**src/rtl/fmul_pipe_ctrl_if.sv**
```systemverilog
// Handshake bundle between the requesters/consumer and the multiplier pipeline controller.
// master = environment side (requesters + consumer), slave = the controller.
interface fmul_pipe_ctrl_if;
    logic req0_valid;
    logic req0_ready;
    logic req1_valid;
    logic req1_ready;
    logic issue_sel;
    logic s1_en;
    logic s2_en;
    logic s3_en;
    logic out_valid;
    logic out_tag;
    logic out_ready;
    logic busy;

    modport master (
        output req0_valid, req1_valid, out_ready,
        input  req0_ready, req1_ready, issue_sel, s1_en, s2_en, s3_en,
               out_valid, out_tag, busy
    );

    modport slave (
        input  req0_valid, req1_valid, out_ready,
        output req0_ready, req1_ready, issue_sel, s1_en, s2_en, s3_en,
               out_valid, out_tag, busy
    );
endinterface

```
**src/rtl/fmul_pipe_ctrl.sv**
```systemverilog
// Control for a 3-stage floating-point multiplier: round-robin issue of two requesters,
// bubble-collapsing stage enables. Optional perf counters under `FMUL_CTRL_PERF_EN.
module fmul_pipe_ctrl #(
    parameter int CNT_W = 16
) (
    input  logic                clk,
    input  logic                rst_n,
    fmul_pipe_ctrl_if.slave     bus
`ifdef FMUL_CTRL_PERF_EN
    ,
    output logic [CNT_W-1:0]    perf_issue_cnt,
    output logic [CNT_W-1:0]    perf_stall_cnt
`endif
);

    logic v1, v2, v3;
    logic t1, t2, t3;
    logic lg;
    logic grant;
    logic any_req;
    logic issue;
    logic s1_en, s2_en, s3_en;

    // A stage may load whenever it is empty or its contents move on this cycle.
    assign s3_en = !v3 | bus.out_ready;
    assign s2_en = !v2 | s3_en;
    assign s1_en = !v1 | s2_en;

    assign any_req = bus.req0_valid | bus.req1_valid;
    assign issue   = any_req & s1_en;

    // With no request the grant idles on lg, so issue_sel holds the last winner.
    always_comb begin
        grant = lg;
        if (bus.req0_valid && bus.req1_valid) grant = ~lg;
        else if (bus.req1_valid)              grant = 1'b1;
        else if (bus.req0_valid)              grant = 1'b0;
    end

    assign bus.s1_en      = s1_en;
    assign bus.s2_en      = s2_en;
    assign bus.s3_en      = s3_en;
    assign bus.issue_sel  = grant;
    assign bus.req0_ready = s1_en & !grant;
    assign bus.req1_ready = s1_en &  grant;
    assign bus.out_valid  = rst_n & v3;
    assign bus.out_tag    = t3;
    assign bus.busy       = rst_n & (v1 | v2 | v3);

    // NOTE: reset is synchronous, so it lives inside the clocked branch rather than the sensitivity list.
    always_ff @(posedge clk) begin
        if (!rst_n) begin
            v1 <= 1'b0;
            v2 <= 1'b0;
            v3 <= 1'b0;
            t1 <= 1'b0;
            t2 <= 1'b0;
            t3 <= 1'b0;
            lg <= 1'b1;
        end else begin
            // NOTE: non-blocking assignments let each stage read its predecessor's pre-edge value.
            if (s3_en) begin
                v3 <= v2;
                t3 <= t2;
            end
            if (s2_en) begin
                v2 <= v1;
                t2 <= t1;
            end
            if (s1_en) begin
                v1 <= issue;
                t1 <= grant;
            end
            if (issue) lg <= grant;
        end
    end

`ifdef FMUL_CTRL_PERF_EN
    always_ff @(posedge clk) begin
        if (!rst_n) begin
            perf_issue_cnt <= '0;
            perf_stall_cnt <= '0;
        end else begin
            if (issue && perf_issue_cnt != {CNT_W{1'b1}})
                perf_issue_cnt <= perf_issue_cnt + CNT_W'(1);
            if (v3 && !bus.out_ready && perf_stall_cnt != {CNT_W{1'b1}})
                perf_stall_cnt <= perf_stall_cnt + CNT_W'(1);
        end
    end
`endif

endmodule

```
**src/flat_wrapper.sv**
```systemverilog
// flat-port wrapper written by rule: the top's interface ports become plain ports
module fmul_pipe_ctrl_flat 
#(
    parameter int CNT_W = 16
)
  (clk, rst_n, bus_req0_valid, bus_req1_valid, bus_out_ready, bus_req0_ready, bus_req1_ready, bus_issue_sel, bus_s1_en, bus_s2_en, bus_s3_en, bus_out_valid, bus_out_tag, bus_busy);
  fmul_pipe_ctrl_if bus_i ();
  input  logic clk;
  input  logic rst_n;
  input wire logic [$bits(bus_i.req0_valid)-1:0] bus_req0_valid;
  input wire logic [$bits(bus_i.req1_valid)-1:0] bus_req1_valid;
  input wire logic [$bits(bus_i.out_ready)-1:0] bus_out_ready;
  output wire logic [$bits(bus_i.req0_ready)-1:0] bus_req0_ready;
  output wire logic [$bits(bus_i.req1_ready)-1:0] bus_req1_ready;
  output wire logic [$bits(bus_i.issue_sel)-1:0] bus_issue_sel;
  output wire logic [$bits(bus_i.s1_en)-1:0] bus_s1_en;
  output wire logic [$bits(bus_i.s2_en)-1:0] bus_s2_en;
  output wire logic [$bits(bus_i.s3_en)-1:0] bus_s3_en;
  output wire logic [$bits(bus_i.out_valid)-1:0] bus_out_valid;
  output wire logic [$bits(bus_i.out_tag)-1:0] bus_out_tag;
  output wire logic [$bits(bus_i.busy)-1:0] bus_busy;
  assign bus_i.req0_valid = bus_req0_valid;
  assign bus_i.req1_valid = bus_req1_valid;
  assign bus_i.out_ready = bus_out_ready;
  assign bus_req0_ready = bus_i.req0_ready;
  assign bus_req1_ready = bus_i.req1_ready;
  assign bus_issue_sel = bus_i.issue_sel;
  assign bus_s1_en = bus_i.s1_en;
  assign bus_s2_en = bus_i.s2_en;
  assign bus_s3_en = bus_i.s3_en;
  assign bus_out_valid = bus_i.out_valid;
  assign bus_out_tag = bus_i.out_tag;
  assign bus_busy = bus_i.busy;
  fmul_pipe_ctrl #(.CNT_W(CNT_W)) u_core (.clk(clk), .rst_n(rst_n), .bus(bus_i));
endmodule
```
**config.mk**
```make
export PLATFORM = sky130hd
export DESIGN_NAME = fmul_pipe_ctrl_flat
export DESIGN_NICKNAME = d
export VERILOG_FILES = /design/src/rtl/fmul_pipe_ctrl_if.sv /design/src/rtl/fmul_pipe_ctrl.sv /design/src/flat_wrapper.sv
export SDC_FILE = /design/constraint.sdc
export NUM_CORES = 1
export LEC_CHECK = 0
export CAP_MARGIN = 5
export CORE_AREA = 2 2 39 41
export DETAILED_ROUTE_END_ITERATION = 8
export DIE_AREA = 0 0 41 43
export GPL_ROUTABILITY_DRIVEN = 0
export GPL_TIMING_DRIVEN = 0
export MAX_ROUTING_LAYER = met4
export SETUP_SLACK_MARGIN = 0.15
export SYNTH_ARGS = -nofsm -noshare
export SYNTH_HDL_FRONTEND = slang
export SYNTH_SLANG_ARGS = --single-unit
```
**constraint.sdc**
```tcl
create_clock -name clk -period 1.2 [get_ports clk]
set_clock_uncertainty 0.2 [all_clocks]
set_input_delay 0.18 -clock clk [delete_from_list [all_inputs] [get_ports clk]]
set_output_delay 0.18 -clock clk [all_outputs]
set_load 0.03 [all_outputs]
```
==> flow_summary.ini <==
[status]
outcome = complete, but fails checks
failed_checks = setup timing

[sta]
fin_ws_ps = -393
drv_slew = 0
relSlewSlack = 0.837
fmaxAchievable_ghz = 0.628
hold_viol = 0
rsz0062_at_grt = true
finalCritPeriodShare = 1.33
finalSetupTns_ps = -2230
min_period_ps = 1590
worst_pin_slew_ps = 242
finalSetupViolations = 11

[power_and_ir_drop]
finalPower_uw = 630
peakVddDrop_uv = 433
power-per-cell-area_nw_per_um2 = 1030
p_leak_nw = 0.271

[global_routing]
grt_pass1_wl_mm = 1.28
antenna_found_initial = 0
grt_pass1_vias = 319
grt_max_degree = 8
grt_overflow = 0
grt.total_usage = 0.115

[clock_tree]
clk_pin_slew_ps = 50
clock_latency_ps = 250
ctsLongestPathBuffers = 2
clock-sinks = 7
cts_buffers = 3
cts_root_buffer = clkbuf_4
htreeDepth = 1
cts_tree = done

[yosys]
synth_area_leader_cell = dfxtp_1
synth_edf_count = 0
synth_area_um2 = 302
syn_nets = 42
ys_seq_area_frac = 0.465
async_reset_ff_frac = 0
avgSynthCellArea_um2 = 8.15
yosys_warnings = 0
ys_ff_latch = 7
netlist_instances = 37
synth_ff_type = dfxtp_1
synth_cell_types = 15
yosysTopAreaCellShare = 0.465
synth.top_cells.by_area = dfxtp_1 (46%), nor2_1 (8.7%), a21oi_1 (8.3%)

[worst_setup_path]
r2r_end = u_core.lg
timing_worst_setup_path_type = reg -> out
r2r_setup_slack_ps = -300
cp.arrival_ps = 1210
crit_path_start_kind = flip-flop
r2r-start = u_core.v3
cp-end-kind = output port
reg2regPathDepth = 6
worstPathMaxFanout = 3
endpoint = bus_req1_ready
required_ps = 820
crit_start = u_core.v2

[die]
ios = 14
core_um2 = 1380
rows = 14
die_w_um = 41
start_util = 0.218
die_area_um2 = 1760
die_h_um = 43

[placement]
dp_cells = 66
io_buffers = 13
dp_hpwl_um = 536

[drt]
drcViolationCount = 0
met2_length_um = 450
via_per_inst = 4.45
antenna_left = 0
route.top_layer_used = met4
wl_per_cell_um = 10.7
drt-met1-wl_um = 335
dr.pass1.iters = 4
met3_length_um = 36
totalWireLength_um = 838
num_vias = 347
drt_iter0_drc = 7

[final_layout]
layout-drive-gt1-share = 0.613
nNetsFinal = 68
num_antenna_cells = 0
post-route-util = 0.443
area_growth_pct = 103
instances_no_fill = 78

[worst_hold_path]
min_from = bus_req1_valid
hold_path_class = in -> reg

[flow_run]
max_cap_violations = 0
kinds of logic (layout without fill, tap and decap cells):
family	Yosys count	in the layout	share of synthesized area
AO/OA/AOI/OAI	8	8	0.162
buffers and inverters	5	30	0.0622
flip-flops	7	7	0.465
multiplexers	1	1	0.0332
AND/OR/NAND/NOR	16	16	0.278
cells in the final DEF, fill, tap and decap left out:
| cell | synthesis | routed |
|---|---|---|
| buf_6 | 0 | 13 |
| nand2_1 | 2 | 2 |
| dfxtp_4 | 0 | 1 |
| a211o_1 | 1 | 1 |
| a21oi_1 | 5 | 2 |
| clkbuf_1 | 0 | 1 |
| nor2_2 | 0 | 1 |
| and4b_4 | 1 | 1 |
| dlygate4sd2_1 | 0 | 4 |
| inv_2 | 1 | 3 |
| and2b_2 | 0 | 1 |
| nand3_1 | 2 | 2 |
| a21oi_4 | 0 | 1 |
| nand3b_1 | 1 | 1 |
| dfxtp_1 | 7 | 2 |
| a21o_1 | 2 | 2 |
| a21oi_2 | 0 | 2 |
| nor2_1 | 7 | 4 |
| inv_6 | 0 | 1 |
| nor2_4 | 0 | 2 |
| dfxtp_2 | 0 | 4 |
| clkbuf_4 | 0 | 3 |
| and2_4 | 0 | 1 |
| buf_4 | 0 | 4 |
| mux2i_1 | 1 | 1 |
| nor3_1 | 1 | 1 |
| inv_1 | 4 | 1 |
registers in the layout (all words and copies together) (netlist names):
name / count
u_core.t2: 1
u_core.bus.out_tag: 1
u_core.lg: 1
u_core.v3: 1
u_core.t1: 1
u_core.v1: 1
u_core.v2: 1
layout make-up:
cell class	count	area (um^2)
flip-flops and latches	7	149
inverters	5	23.8
well taps	16	20.0
fillers	154	771
repair buffers	21	211
clock buffers	4	26.3
multi-input cells	25	183
worst max-delay path, stage by stage, from the launching register on:
cell and delay (ps):
dfxtp_2 330, and4b_4 200, a211o_1 260, inv_2 60, buf_6 120
metrics by stage:
| step | instance area, um^2 | hold slack (ps) | worst slack (ps) |
|---|---|---|---|
| after floorplan | 347 | 149 | -98.4 |
| after global placement | 497 | 244 | -1080 |
| after detailed placement | 497 | 261 | -1090 |
| after CTS | 606 | 252 | -456 |
| after global routing | 613 | 269 | -447 |
| final | 613 | 255 | -393 |
Yosys cell counts (all sizes together), types with 2 or more instances:
cell	count
a21o	2
nor2	7
a21oi	5
nand3	2
dfxtp	7
inv	5
nand2	2
per-layer routing:
| layer | GRT usage | vias to the layer above |
|---|---|---|
| li1 | - | 173 |
| met1 | 0.129 | 160 |
| met2 | 0.159 | 12 |
| met3 | 0.0314 | 2 |
| met4 | 0.100 | 0 |
| met5 | - | - |
how the worst min path moves through the flow:
stage / slack (ps) / cells after the start / to
detailed placement: 260 / 2 / u_core.v2
global route: 270 / 3 / u_core.lg
CTS: 250 / 3 / u_core.v1
finish: 250 / 3 / u_core.v1
floorplan: 150 / 2 / u_core.v1
global placement: 240 / 2 / u_core.t1
power breakdown:
group          switching, mW  internal [mW]
Clock                 0.0845          0.127
Combinational         0.0802         0.0757
Sequential            0.0144          0.249
repair_timing:
| action | in CTS | in global routing |
|---|---|---|
| buffers inserted | 7 | 1 |
| hold buffers | 0 | 0 |
| hold endpoints to repair | 0 | 0 |
| pin swaps | 4 | 1 |
| gates resized for setup | 76 | 0 |
| endpoints found under the setup margin | 15 | 16 |
Note: power is estimated with default switching activity, not from simulation.
